===== config.mk =====
export PLATFORM = sky130hd
export DESIGN_NAME = frame_pixel_streamer_flat
export DESIGN_NICKNAME = d
export VERILOG_FILES = /design/src/rtl/frame_pixel_streamer_if.sv /design/src/rtl/frame_pixel_streamer.sv /design/src/flat_wrapper.sv
export SDC_FILE = /design/constraint.sdc
export NUM_CORES = 1
export LEC_CHECK = 0
export CORE_MARGIN = 1.5
export CORE_UTILIZATION = 54
export DETAILED_ROUTE_END_ITERATION = 7
export GPL_ROUTABILITY_DRIVEN = 0
export PLACE_DENSITY = 0.88
export SETUP_SLACK_MARGIN = 0.2
export SYNTH_ARGS = -nofsm -noshare
export SYNTH_HDL_FRONTEND = slang
export SYNTH_SLANG_ARGS = --single-unit

===== constraint.sdc =====
create_clock -name clk -period 2.4 [get_ports clk]
set_clock_uncertainty 0.15 [all_clocks]
set_input_delay 0.36 -clock clk [delete_from_list [all_inputs] [get_ports clk]]
set_output_delay 0.36 -clock clk [all_outputs]
set_load 0.005 [all_outputs]

===== src/rtl/frame_pixel_streamer_if.sv =====
// Frame-memory read port and pixel stream bundle for frame_pixel_streamer.
// The master side is the streamer. The slave side is the memory plus the downstream line buffer.
interface frame_pixel_streamer_if #(
  parameter int DATA_WIDTH = 8,
  parameter int ADDR_WIDTH = 14
);
  logic                  mem_rd_en;
  logic [ADDR_WIDTH-1:0] mem_rd_addr;
  logic [DATA_WIDTH-1:0] mem_rd_data;
  logic                  m_valid;
  logic                  m_ready;
  logic [DATA_WIDTH-1:0] m_data;
  logic                  m_sof;
  logic                  m_eol;
  logic                  m_eof;

  modport master (
    output mem_rd_en, mem_rd_addr, m_valid, m_data, m_sof, m_eol, m_eof,
    input  mem_rd_data, m_ready
  );

  modport slave (
    input  mem_rd_en, mem_rd_addr, m_valid, m_data, m_sof, m_eol, m_eof,
    output mem_rd_data, m_ready
  );
endinterface


===== src/rtl/frame_pixel_streamer.sv =====
// Raster-scan frame reader: credit-limited memory reads feed a 2-entry skid FIFO,
// which drives a valid/ready pixel stream with sof/eol/eof markers.
//
// state | meaning
// IDLE  | waiting for start; outputs quiet
// RUN   | issuing reads and streaming the frame
module frame_pixel_streamer #(
  parameter int DATA_WIDTH = 8,
  parameter int IMG_WIDTH  = 128,
  parameter int IMG_HEIGHT = 128,
  parameter int ADDR_WIDTH = 14
) (
  input  logic clk,
  input  logic rst_n,
  input  logic start,
  input  logic abort,
  output logic busy,
  output logic done,
  frame_pixel_streamer_if.master bus
);

  localparam int CW = (IMG_WIDTH  > 1) ? $clog2(IMG_WIDTH)  : 1;
  localparam int RW = (IMG_HEIGHT > 1) ? $clog2(IMG_HEIGHT) : 1;
  localparam logic [ADDR_WIDTH:0] N_PIX    = (ADDR_WIDTH+1)'(IMG_WIDTH * IMG_HEIGHT);
  localparam logic [CW-1:0]       COL_LAST = CW'(IMG_WIDTH - 1);
  localparam logic [RW-1:0]       ROW_LAST = RW'(IMG_HEIGHT - 1);

  typedef enum logic {IDLE, RUN} state_t;

  state_t                state, state_nxt;
  logic [ADDR_WIDTH:0]   rd_cnt;
  logic                  inflight;
  logic [DATA_WIDTH-1:0] fifo_mem [2];
  logic                  wr_ptr, rd_ptr;
  logic [1:0]            count;
  logic [CW-1:0]         col;
  logic [RW-1:0]         row;

  logic rd_en, done_nxt, start_frame, flush, push, pop, credit, at_eol, at_eof, valid;

  assign valid  = (count != 2'd0);
  assign pop    = valid & bus.m_ready;
  assign flush  = (state == RUN) & abort;
  // Read data arriving in the abort cycle belongs to the cancelled frame.
  assign push   = inflight & (state == RUN) & ~abort;
  assign credit = ({1'b0, count} + {2'b00, inflight}) < (3'd2 + {2'b00, pop});
  assign at_eol = (col == COL_LAST);
  assign at_eof = at_eol & (row == ROW_LAST);

  always_ff @(posedge clk or negedge rst_n) begin
    if (!rst_n) begin
      state <= IDLE;
      done  <= 1'b0;
    end else begin
      state <= state_nxt;
      done  <= done_nxt;
    end
  end

  always_comb begin
    state_nxt   = state;
    rd_en       = 1'b0;
    done_nxt    = 1'b0;
    start_frame = 1'b0;
    case (state)
      IDLE: begin
        if (start && !abort) begin
          state_nxt   = RUN;
          start_frame = 1'b1;
        end
      end
      RUN: begin
        if (abort) begin
          state_nxt = IDLE;
        end else begin
          rd_en = (rd_cnt < N_PIX) && credit;
          if (pop && at_eof) begin
            state_nxt = IDLE;
            done_nxt  = 1'b1;
          end
        end
      end
      default: state_nxt = IDLE;
    endcase
  end

  always_ff @(posedge clk or negedge rst_n) begin
    if (!rst_n) begin
      rd_cnt   <= '0;
      inflight <= 1'b0;
    end else begin
      inflight <= rd_en;
      if (start_frame)
        rd_cnt <= '0;
      else if (rd_en)
        rd_cnt <= rd_cnt + 1'b1;
    end
  end

  always_ff @(posedge clk or negedge rst_n) begin
    if (!rst_n) begin
      fifo_mem[0] <= '0;
      fifo_mem[1] <= '0;
      wr_ptr      <= 1'b0;
      rd_ptr      <= 1'b0;
      count       <= 2'd0;
    end else if (start_frame || flush) begin
      wr_ptr <= 1'b0;
      rd_ptr <= 1'b0;
      count  <= 2'd0;
    end else begin
      if (push) begin
        fifo_mem[wr_ptr] <= bus.mem_rd_data;
        wr_ptr           <= ~wr_ptr;
      end
      if (pop)
        rd_ptr <= ~rd_ptr;
      count <= count + {1'b0, push} - {1'b0, pop};
    end
  end

  always_ff @(posedge clk or negedge rst_n) begin
    if (!rst_n) begin
      col <= '0;
      row <= '0;
    end else if (start_frame || flush) begin
      col <= '0;
      row <= '0;
    end else if (pop) begin
      if (at_eol) begin
        col <= '0;
        row <= at_eof ? '0 : row + 1'b1;
      end else begin
        col <= col + 1'b1;
      end
    end
  end

  assign bus.mem_rd_en   = rd_en;
  assign bus.mem_rd_addr = rd_cnt[ADDR_WIDTH-1:0];
  assign bus.m_valid     = valid;
  assign bus.m_data      = valid ? fifo_mem[rd_ptr] : '0;
  assign bus.m_sof       = valid & (col == '0) & (row == '0);
  assign bus.m_eol       = valid & at_eol;
  assign bus.m_eof       = valid & at_eof;
  assign busy            = (state == RUN);

  a_no_overflow: assert property (@(posedge clk) disable iff (!rst_n) push |-> (count != 2'd2));

endmodule


===== src/flat_wrapper.sv =====
// flat-port wrapper written by rule: the top's interface ports become plain ports
module frame_pixel_streamer_flat 
#(
  parameter int DATA_WIDTH = 8,
  parameter int IMG_WIDTH  = 128,
  parameter int IMG_HEIGHT = 128,
  parameter int ADDR_WIDTH = 14
)
  (clk, rst_n, start, abort, busy, done, bus_mem_rd_en, bus_mem_rd_addr, bus_m_valid, bus_m_data, bus_m_sof, bus_m_eol, bus_m_eof, bus_mem_rd_data, bus_m_ready);
  frame_pixel_streamer_if #(.DATA_WIDTH(DATA_WIDTH), .ADDR_WIDTH(ADDR_WIDTH)) bus_i ();
  input  logic clk;
  input  logic rst_n;
  input  logic start;
  input  logic abort;
  output logic busy;
  output logic done;
  output wire logic [$bits(bus_i.mem_rd_en)-1:0] bus_mem_rd_en;
  output wire logic [$bits(bus_i.mem_rd_addr)-1:0] bus_mem_rd_addr;
  output wire logic [$bits(bus_i.m_valid)-1:0] bus_m_valid;
  output wire logic [$bits(bus_i.m_data)-1:0] bus_m_data;
  output wire logic [$bits(bus_i.m_sof)-1:0] bus_m_sof;
  output wire logic [$bits(bus_i.m_eol)-1:0] bus_m_eol;
  output wire logic [$bits(bus_i.m_eof)-1:0] bus_m_eof;
  input wire logic [$bits(bus_i.mem_rd_data)-1:0] bus_mem_rd_data;
  input wire logic [$bits(bus_i.m_ready)-1:0] bus_m_ready;
  assign bus_mem_rd_en = bus_i.mem_rd_en;
  assign bus_mem_rd_addr = bus_i.mem_rd_addr;
  assign bus_m_valid = bus_i.m_valid;
  assign bus_m_data = bus_i.m_data;
  assign bus_m_sof = bus_i.m_sof;
  assign bus_m_eol = bus_i.m_eol;
  assign bus_m_eof = bus_i.m_eof;
  assign bus_i.mem_rd_data = bus_mem_rd_data;
  assign bus_i.m_ready = bus_m_ready;
  frame_pixel_streamer #(.DATA_WIDTH(DATA_WIDTH), .IMG_WIDTH(IMG_WIDTH), .IMG_HEIGHT(IMG_HEIGHT), .ADDR_WIDTH(ADDR_WIDTH)) u_core (.clk(clk), .rst_n(rst_n), .start(start), .abort(abort), .busy(busy), .done(done), .bus(bus_i));
endmodule

==> results.yml <==
run_status:
  status: "complete, no violations"
job:
  drv_cap: 0
sta:
  fmax_mhz: 437
  final_max_slew_viol_count: 0
  final_hold_viol_count: 0
  finalCritPeriodShare_pct: 95.3
  fin_crit_ns: 2.29
  tns_ns: 0
  whs_ns: 0.366
  grt_setup_unrepaired: "yes"
  tightest_slew_ns: 0.563
  maxSlewHeadroom_pct: 62.4
  finalSetupViolations: 0
synth:
  synth_ff_type: "dfrtp_1"
  synth-simple-area-share_pct: 22.0
  avgSynthCellArea_sq_um: 9.85
  syn_inst: 289
  synthArstFlopShare_pct: 100
  synth.area.mux_share_pct: 12.7
  synth.ff_latch_count: 52
  synth_cell_types: 42
  synth_top_family_by_area: "simple AND/OR/NAND/NOR gates"
  synth-xor-area-share_pct: 3.39
  synth_edf_count: 0
  syn_area_sq_um: 2850
  synthAdderAreaFrac_pct: 3.96
  synthesis.nets: 311
  yosysWarnings: 0
  synth_compound_area_share_pct: 5.89
  seq_area_frac_synth_pct: 45.7
global_route:
  overflow: 0
  grt_max_degree: 31
  grt.busiest_layer: "met2"
  met3_usage_pct: 4.76
  grt_pass1_vias: 2338
  antenna_found_initial: 0
  global_route.usage.met2_pct: 42.4
  met1_usage_pct: 30.4
  track_usage_pct: 24.7
  grt_first_pass_wirelength_um: 10600
detailed_routing:
  drc: 0
  vias_per_cell: 5.71
  vias: 2439
  routed_wl_um: 7050
  wl_per_cell_um: 16.5
  ant_nets: 0
  drt_first_pass_iters: 4
  drt_iter0_markers: 139
final_layout:
  nets: 378
  stdcell_area_sq_um: 3720
  fillers: 380
  area_delta_synth_final_pct: 30.8
  fin_util_pct: 72.9
  diodes: 0
  drive_above_1_share_pct: 26.3
floorplan:
  die_w_um: 75.6
  rows: 26
  dieArea_sq_um: 5710
  start_util_pct: 55.7
  die_h_um: 75.6
  core_sq_um: 5110
  io_pins: 42
critical_path:
  ff2ff_setup_slack_ns: 0.21
  crit_path_end_kind: "output pin"
  crit_arrival_ns: 1.78
  crit_path_start_kind: "flop"
  path_class: "flop to output pin"
  startpoint: "u_core.inflight"
  r2r_end: "u_core.rd_cnt[4]"
  rr_startpoint: "u_core.inflight"
  cp.required_ns: 1.89
  reg2regPathDepth: 6
  crit_fanout: 3
placed_design:
  placed_area_sq_um: 3370
  io_buffers: 41
  hpwl_um: 4400
power_and_ir_drop:
  leakage_nw: 1.75
  powerDensity_nw_per_um2: 745
  irDropWorstVdd_mv: 0.436
clocking:
  clk_pin_slew_ns: 0.10
  htree_levels: 2
  numCtsBuffers: 5
  cts_max_path_buffers: 2
  cts.sink_count: 52
  root_buffer: "clkbuf_8"
  cts_tree: "done"
  clock_latency_ns: 0.31
min_path:
  whs_endpoint: "u_core.fifo_mem[7]"
  hold_path_depth: 1
  holdCritPathClass: "flop to flop"
  min-delay-start: "u_core.fifo_mem[7]"
[power breakdown]
group | total [W] | internal (W) | switching [W]
Clock | 0.000502 | 0.000204 | 0.000298
Sequential | 0.00116 | 0.00101 | 0.000150
Combinational | 0.00111 | 0.000595 | 0.000512
[through the flow]
stage               total power (W)  worst slack (ns)  cells
CTS                         0.00263            0.0556    417
global route                0.00293            0.0706    427
finish                      0.00277             0.112    427
floorplan                   0.00161             0.300    289
detailed placement          0.00203            -0.294    399
global placement            0.00198            -0.201    399
[critical path, stage by stage (launching register included)]
cell,delay (ns)
dfrtp_1,0.41
ha_2,0.20
ha_4,0.15
or3_4,0.40
nor2_4,0.10
buf_6,0.11
buf_6,0.08
[flip-flops by register name (all words and copies together) (netlist names)]
register         flops
u_core.fifo_mem     16
u_core.wr_ptr        1
u_core.count         2
u_core.rd_cnt       15
u_core.rd_ptr        1
u_core.row           7
u_core.busy          1
u_core.inflight      1
u_core.done          1
u_core.col           7
[kinds of logic (layout without fill, tap and decap cells)]
group / count (synthesis) / in the layout
compound gates: 28 / 28
flops: 52 / 52
buf+inv: 33 / 101
fa+ha+maj: 9 / 9
simple gates: 122 / 122
mux: 34 / 34
xor+xnor: 11 / 11
[layer usage]
| metal | wire, um | vias up |
|---|---|---|
| li1 | - | 1130 |
| met1 | 2880 | 1205 |
| met2 | 3730 | 86 |
| met3 | 285 | 18 |
| met4 | 148 | 0 |
| met5 | 0 | - |
[worst max path at each step]
stage                             to  cells past startpoint
finish                 bus_mem_rd_en                      6
global route           bus_mem_rd_en                      6
CTS                    bus_mem_rd_en                      6
detailed placement   u_core.count[1]                      9
global placement       bus_mem_rd_en                      6
floorplan           u_core.rd_cnt[3]                      6
[cells in the mapped netlist, drive strengths merged (3+ instances only)]
cell type  count  area, sq um
o21ai          8         40.0
nand2         31          116
inv           10         37.5
xnor2          6         52.6
dfrtp         52         1300
a21oi         11         55.1
ha             9          113
or3            3         18.8
nor3           8         45.0
nor4           7         43.8
nor2          29          111
buf           17          120
clkbuf         5         18.8
nand3         16         80.1
nand2b         7         51.3
or4            3         22.5
nand4          7         58.8
xor2           5         43.8
mux2i         18          180
mux2          16          180
[cell type report]
cell class              count  area [sq um]  share of cell area (%)
well taps                  70          87.6                    2.35
flip-flops and latches     52          1310                    35.2
inverters                  11          41.3                    1.11
clock inverters             3          18.8                   0.504
multi-input cells         204          1460                    39.1
repair buffers             82           739                    19.9
clock buffers               5          68.8                    1.85
[what timing repair did]
item	CTS	global route
gates resized for setup	28	21
setup buffers	9	9
pin swaps	4	8
hold endpoints to repair	22	0
cloned	0	1
hold buffers	1	0
setup endpoints to repair	16	13
[placed cells by master, fill, tap and decap left out, types with 2 or more instances in the layout]
master           instances
dlymetal6s2s_1           3
or4_1                    3
nand4b_1                 2
nand4_1                  6
nand3_1                 16
o31ai_1                  2
nor3_2                   3
clkbuf_8                 5
xor2_1                   4
dfrtp_1                 45
nor2_2                   2
xnor2_1                  6
mux2_2                  16
dlygate4sd2_1            2
ha_1                     6
o41ai_1                  2
inv_1                   10
nor2_4                   2
or3_1                    2
a21oi_1                 10
buf_4                   35
o21ai_1                  2
buf_2                    2
nor4_1                   6
ha_4                     2
clkinv_2                 2
and3_1                   2
nand2_1                 31
nor2_1                  25
clkdlybuf4s50_1         32
mux2i_1                 18
nand2b_1                 6
buf_6                    5
o21ai_0                  5
nor3_1                   5
dfrtp_2                  7
Note: power is estimated with default switching activity, not from simulation.
